--- config.mk ---
export PLATFORM = sky130hd
export DESIGN_NAME = param_transposed_fir
export DESIGN_NICKNAME = d
export VERILOG_FILES = /design/src/rtl/param_transposed_fir.sv
export SDC_FILE = /design/constraint.sdc
export NUM_CORES = 2
export LEC_CHECK = 0
export ABC_AREA = 1
export CORE_ASPECT_RATIO = 1.5
export CORE_UTILIZATION = 60
export DETAILED_ROUTE_END_ITERATION = 12
export GPL_ROUTABILITY_DRIVEN = 1
export GPL_TIMING_DRIVEN = 0
export MAX_ROUTING_LAYER = met4
export PLACE_DENSITY_LB_ADDON = 0.25
export SYNTH_ARGS = -nofsm -noshare
export SYNTH_HDL_FRONTEND = slang
export SYNTH_SLANG_ARGS = --single-unit
--- constraint.sdc ---
create_clock -name clk -period 5.31 [get_ports clk]
set_input_delay 0.531 -clock clk [delete_from_list [all_inputs] [get_ports clk]]
set_output_delay 0.531 -clock clk [all_outputs]
set_load 0.03 [all_outputs]
--- src/rtl/param_transposed_fir.sv ---
// param_transposed_fir: parametrised transposed-form FIR filter.
// Coefficients go into a shadow bank through a write port and become active on
// coeff_commit. All datapath state advances only on in_valid cycles. The settled
// flag goes high once TAPS samples have passed since the last commit or reset.
// Optional build macro: FIR_SATURATE_EN clamps the output to the OUT_W range.
// When the macro is not defined, the output wraps in two's complement.
module param_transposed_fir #(
  parameter int DATA_W    = 16,
  parameter int COEFF_W   = 16,
  parameter int TAPS      = 8,
  parameter int OUT_W     = 16,
  parameter int OUT_SHIFT = 0
) (
  input  logic                       clk,
  input  logic                       rst_n,
  input  logic                       in_valid,
  input  logic signed [DATA_W-1:0]   data_in,
  input  logic                       coeff_wr_en,
  input  logic [$clog2(TAPS)-1:0]    coeff_wr_addr,
  input  logic signed [COEFF_W-1:0]  coeff_wr_data,
  input  logic                       coeff_commit,
  output logic                       out_valid,
  output logic signed [OUT_W-1:0]    data_out,
  output logic                       settled
);

  localparam int AW     = $clog2(TAPS);
  localparam int PROD_W = DATA_W + COEFF_W;
  localparam int ACC_W  = PROD_W + $clog2(TAPS);
  localparam int CW     = $clog2(TAPS + 1);
  localparam logic [CW-1:0] TAPS_C = CW'(TAPS);

`ifdef FIR_SATURATE_EN
  localparam logic signed [ACC_W-1:0] OUT_MAX_A = {{(ACC_W-OUT_W+1){1'b0}}, {(OUT_W-1){1'b1}}};
  localparam logic signed [ACC_W-1:0] OUT_MIN_A = {{(ACC_W-OUT_W+1){1'b1}}, {(OUT_W-1){1'b0}}};
  localparam logic signed [OUT_W-1:0] OUT_MAX   = {1'b0, {(OUT_W-1){1'b1}}};
  localparam logic signed [OUT_W-1:0] OUT_MIN   = {1'b1, {(OUT_W-1){1'b0}}};
`endif

  // Full-precision signed product, sign-extended to accumulator width.
  function automatic logic signed [ACC_W-1:0] mul_ext(
    input logic signed [DATA_W-1:0]  x,
    input logic signed [COEFF_W-1:0] c
  );
    logic signed [PROD_W-1:0] xe;
    logic signed [PROD_W-1:0] ce;
    logic signed [PROD_W-1:0] p;
    xe = {{COEFF_W{x[DATA_W-1]}}, x};
    ce = {{DATA_W{c[COEFF_W-1]}}, c};
    p  = xe * ce;
    return {{(ACC_W-PROD_W){p[PROD_W-1]}}, p};
  endfunction

  // Scale the accumulator down to output width, either clamping or wrapping.
  function automatic logic signed [OUT_W-1:0] scale_out(
    input logic signed [ACC_W-1:0] acc_in
  );
    logic signed [ACC_W-1:0] sh;
    sh = acc_in >>> OUT_SHIFT;
`ifdef FIR_SATURATE_EN
    if (sh > OUT_MAX_A) begin
      return OUT_MAX;
    end else if (sh < OUT_MIN_A) begin
      return OUT_MIN;
    end else begin
      return sh[OUT_W-1:0];
    end
`else
    return sh[OUT_W-1:0];
`endif
  endfunction

  logic signed [COEFF_W-1:0] shadow_q [TAPS];
  logic signed [COEFF_W-1:0] shadow_d [TAPS];
  logic signed [COEFF_W-1:0] active_q [TAPS];
  logic signed [COEFF_W-1:0] active_d [TAPS];
  // psum_q[k-1] holds transposed partial sum s[k], for k = 1..TAPS-1.
  logic signed [ACC_W-1:0]   psum_q   [TAPS-1];
  logic signed [ACC_W-1:0]   psum_d   [TAPS-1];
  logic signed [ACC_W-1:0]   prod     [TAPS];
  logic signed [ACC_W-1:0]   acc;
  logic signed [OUT_W-1:0]   data_out_q, data_out_d;
  logic                      out_valid_q, out_valid_d;
  logic                      settled_q, settled_d;
  logic [CW-1:0]             cnt_q, cnt_d;

  // Next-state logic: coefficient banks, transposed partial sums, output and settle count.
  always_comb begin
    shadow_d    = shadow_q;
    active_d    = active_q;
    psum_d      = psum_q;
    data_out_d  = data_out_q;
    out_valid_d = in_valid;
    cnt_d       = cnt_q;
    settled_d   = settled_q;

    for (int k = 0; k < TAPS; k++) begin
      if (coeff_wr_en && ({1'b0, coeff_wr_addr} == k[AW:0])) begin
        shadow_d[k] = coeff_wr_data;
      end
    end
    // Commit takes the shadow bank including any write landing this same edge.
    if (coeff_commit) begin
      active_d = shadow_d;
    end

    // Products use the bank active before this edge, so a sample arriving with
    // a commit still sees the old coefficients.
    for (int k = 0; k < TAPS; k++) begin
      prod[k] = mul_ext(data_in, active_q[k]);
    end
    acc = prod[0] + psum_q[0];

    if (in_valid) begin
      for (int k = 0; k < TAPS - 2; k++) begin
        psum_d[k] = prod[k+1] + psum_q[k+1];
      end
      psum_d[TAPS-2] = prod[TAPS-1];
      data_out_d     = scale_out(acc);
    end

    if (coeff_commit) begin
      cnt_d = '0;
    end else if (in_valid && (cnt_q != TAPS_C)) begin
      cnt_d = cnt_q + CW'(1);
    end
    if (in_valid) begin
      settled_d = (cnt_d == TAPS_C);
    end
  end

  // State registers; reset clears all history and both coefficient banks.
  always_ff @(posedge clk or negedge rst_n) begin
    if (!rst_n) begin
      for (int k = 0; k < TAPS; k++) begin
        shadow_q[k] <= '0;
        active_q[k] <= '0;
      end
      for (int k = 0; k < TAPS - 1; k++) begin
        psum_q[k] <= '0;
      end
      data_out_q  <= '0;
      out_valid_q <= 1'b0;
      settled_q   <= 1'b0;
      cnt_q       <= '0;
    end else begin
      shadow_q    <= shadow_d;
      active_q    <= active_d;
      psum_q      <= psum_d;
      data_out_q  <= data_out_d;
      out_valid_q <= out_valid_d;
      settled_q   <= settled_d;
      cnt_q       <= cnt_d;
    end
  end

  assign out_valid = out_valid_q;
  assign data_out  = data_out_q;
  assign settled   = settled_q;

endmodule

==> impl_metrics.ini <==
[yosys]
synth.distinct_cells = 43
synth-seq-area-share = 0.180
synth_cells = 7242
syn_area_sq_um = 54100
synth_edf_count = 0
synth_nets = 8537
ys_ff_latch = 390
async_flop_share = 1.00
ys.flop_type = dfrtp_1
yosys_warnings = 0
synth_area_per_cell_sq_um = 7.47

[clocking]
clkTransAtPathRegs_ns = 0.07
clk_latency_ns = 0.65
cts_sinks = 390
cts_tree = done
numCtsBuffers = 44
h-tree-depth = 2
root_buffer = clkbuf_16
clock_path_buffers = 3

[floorplanning]
rows = 134
die-area_sq_um = 91400
start_util = 0.607
core_area_sq_um = 89200
chipHeight_microns = 370
die_x_microns = 247
pin_count = 58

[placement]
place_area_sq_um = 56400
io_buffers = 47
hpwl_microns = 151000
place.gp.congestion = 1.02

[sta]
relSlewSlack = 0.0365
fin_crit_ns = 5.53
hold_viol_final = 0
tightest_slew_ns = 1.45
fin_crit_sh = 1.04
max_freq_mhz = 181
whs_ns = 0.384
layout_setup_ws_ns = -0.222
finClkSkew_ns = 0.0508
slew_violations = 0
setup_viol_count_final = 5
rsz0062_at_grt = true
finalSetupTns_ns = -0.658

[critical_path]
worstSetupEndpointType = flip-flop
reg2regPathDepth = 23
crit_fanout = 6
start_kind = flip-flop
rr_endpoint = psum_q[190]$_DFFE_PN0P_
r2r-start = active_q[83]$_DFFE_PN0P_
path_class = reg -> reg
cp.arrival_ns = 6.06
rrSetupSlack_ns = -0.22
required_ns = 5.84

[route]
routed_wirelength_microns = 199000
vias = 46800
wire_per_inst_microns = 23.0
drt_iter0_drc = 4422
ant_nets = 0
vias_per_cell = 5.40
post-route-drc-count = 8
dr.pass1.iters = 12

[hold_path]
hold_depth = 1
min_from = in_valid
hold_path_class = in -> reg
whs_endpoint = out_valid$_DFF_PN0_

[global_routing]
grt_max_degree = 125
grt_pass1_wl_microns = 289000
antenna_found_initial = 6
grtUsageTotal = 0.456
overflow = 0
first_global_vias = 46100

[run]
cap_violations = 0

[layout]
layout_common_cells = 2185 x nand2_1, 2120 x inv_1, 709 x fa_1
final_core_util = 0.693
layout_commonest_cell = nand2_1
nets = 8753
area_delta_synth_final_pct = 14.3
drive_above_1_share = 0.103
final_area_sq_um = 61800

[run_status]
violations = design-rule violations, negative setup slack
outcome = finished, violations left
## worst max-delay path, cell delays in order (launching register included)
cell	delay, ns
dfrtp_2	0.50
buf_12	0.18
buf_4	0.17
nand2_1	0.07
inv_1	0.05
fa_1	0.47
inv_1	0.07
fa_2	0.41
fa_1	0.53
fa_1	0.55
inv_1	0.06
fa_1	0.48
inv_1	0.05
fa_1	0.51
inv_2	0.05
ha_4	0.24
nand4_1	0.11
inv_2	0.06
nand2_2	0.06
o211ai_1	0.12
a31oi_4	0.37
nand3_2	0.14
nand3_4	0.16
nand2_2	0.05
## cells by family (layout without fill, tap and decap cells)
family	Yosys count	after routing	synth area share
other	0	5	0
buffers and inverters	2489	2739	0.176
xor gates and xnor gates	184	184	0.0303
AOI/OAI and AO/OA	403	403	0.0403
DFF	390	390	0.180
adders and majority gates	1255	1255	0.392
and+or+nand+nor	2521	2521	0.182
## cell type report
| class | count | area, sq um |
|---|---|---|
| Clock buffer | 61 | 1240 |
| Sequential cell | 390 | 9820 |
| Clock inverter | 19 | 158 |
| Multi-Input combinational cell | 4363 | 36400 |
| Inverter | 2189 | 8230 |
| Timing Repair Buffer | 201 | 1870 |
| Tap cell | 1156 | 1450 |
| Buffer | 269 | 2700 |
| Antenna cell | 5 | 12.5 |
| Fill cell | 7533 | 27400 |
## per-stage QoR
step | setup slack (ns) | cells
after floorplan | -0.0285 | 7242
after global placement | -14.19 | 8445
after detailed placement | -3.30 | 8449
after CTS | -0.112 | 8573
after global routing | -0.362 | 8652
final | -0.222 | 8653
## state kept, by name, indices dropped and copies added, names as in the netlist
signal / flops
active_q: 128
cnt_q: 4
data_out: 16
out_valid: 1
psum_q: 112
settled: 1
shadow_q: 128
## worst max-delay path by stage
stage	start	to	slack, ns	cells past startpoint
6_report	active_q[83]$_DFFE_PN0P_	psum_q[190]$_DFFE_PN0P_	-0.22	23
3_5_place_dp	data_in[2]	psum_q[190]$_DFFE_PN0P_	-3.30	23
5_1_grt	active_q[81]$_DFFE_PN0P_	psum_q[190]$_DFFE_PN0P_	-0.36	23
3_3_place_gp	rst_n	cnt_q[0]$_DFF_PN0_	-14.19	1
4_1_cts	active_q[82]$_DFFE_PN0P_	psum_q[190]$_DFFE_PN0P_	-0.11	21
2_1_floorplan	data_in[7]	data_out[15]$_DFFE_PN0P_	-0.03	27
## layer usage
layer,share of wire,vias to the layer above,track usage,wire length (microns)
li1,-,21000,-,-
met1,0.36,22700,0.542,71800
met2,0.44,2271,0.686,88100
met3,0.098,753,0.0906,19500
met4,0.099,0,0.339,19600
met5,0,-,-,0
## cells in the mapped netlist (3+ instances only)
cell type / n / area share
inv_2: 5 / 0.00035
nor4_1: 3 / 0.00035
nor2_1: 83 / 0.0058
and2_1: 3 / 0.00035
nand2_2: 7 / 0.00081
nand3b_1: 23 / 0.0032
or2_1: 4 / 0.00046
a31o_2: 3 / 0.00049
buf_1: 35 / 0.0024
xnor2_1: 72 / 0.012
clkbuf_1: 202 / 0.014
inv_1: 2184 / 0.15
o211ai_1: 4 / 0.00056
fa_1: 730 / 0.27
o21ai_1: 4 / 0.00037
a21o_1: 15 / 0.0021
xor2_1: 108 / 0.017
nand2_1: 2231 / 0.15
o2111ai_1: 3 / 0.00049
xnor2_2: 4 / 0.0012
nor3_1: 17 / 0.0016
or2_2: 4 / 0.00046
buf_4: 10 / 0.0014
a21oi_1: 106 / 0.0098
o21bai_1: 4 / 0.00056
o21ai_0: 219 / 0.020
a31oi_1: 28 / 0.0032
nand3_1: 129 / 0.012
ha_1: 525 / 0.12
clkbuf_2: 5 / 0.00046
buf_6: 8 / 0.0017
dfrtp_1: 390 / 0.18
buf_2: 39 / 0.0036
nand4_1: 12 / 0.0014
o31ai_1: 10 / 0.0014
a211oi_1: 3 / 0.00042
nand2b_1: 4 / 0.00046
## repair_timing
action	4_1_cts	5_1_grt
hold endpoints to repair	31	0
endpoints found under the setup margin	98	38
buffers inserted	63	84
gates cloned	1	1
pin swaps	61	187
gates resized for setup	486	372
hold buffers	1	0
Power is not shown: default switching activity piles up to over one toggle a cycle in this logic, so the estimate is an artifact.
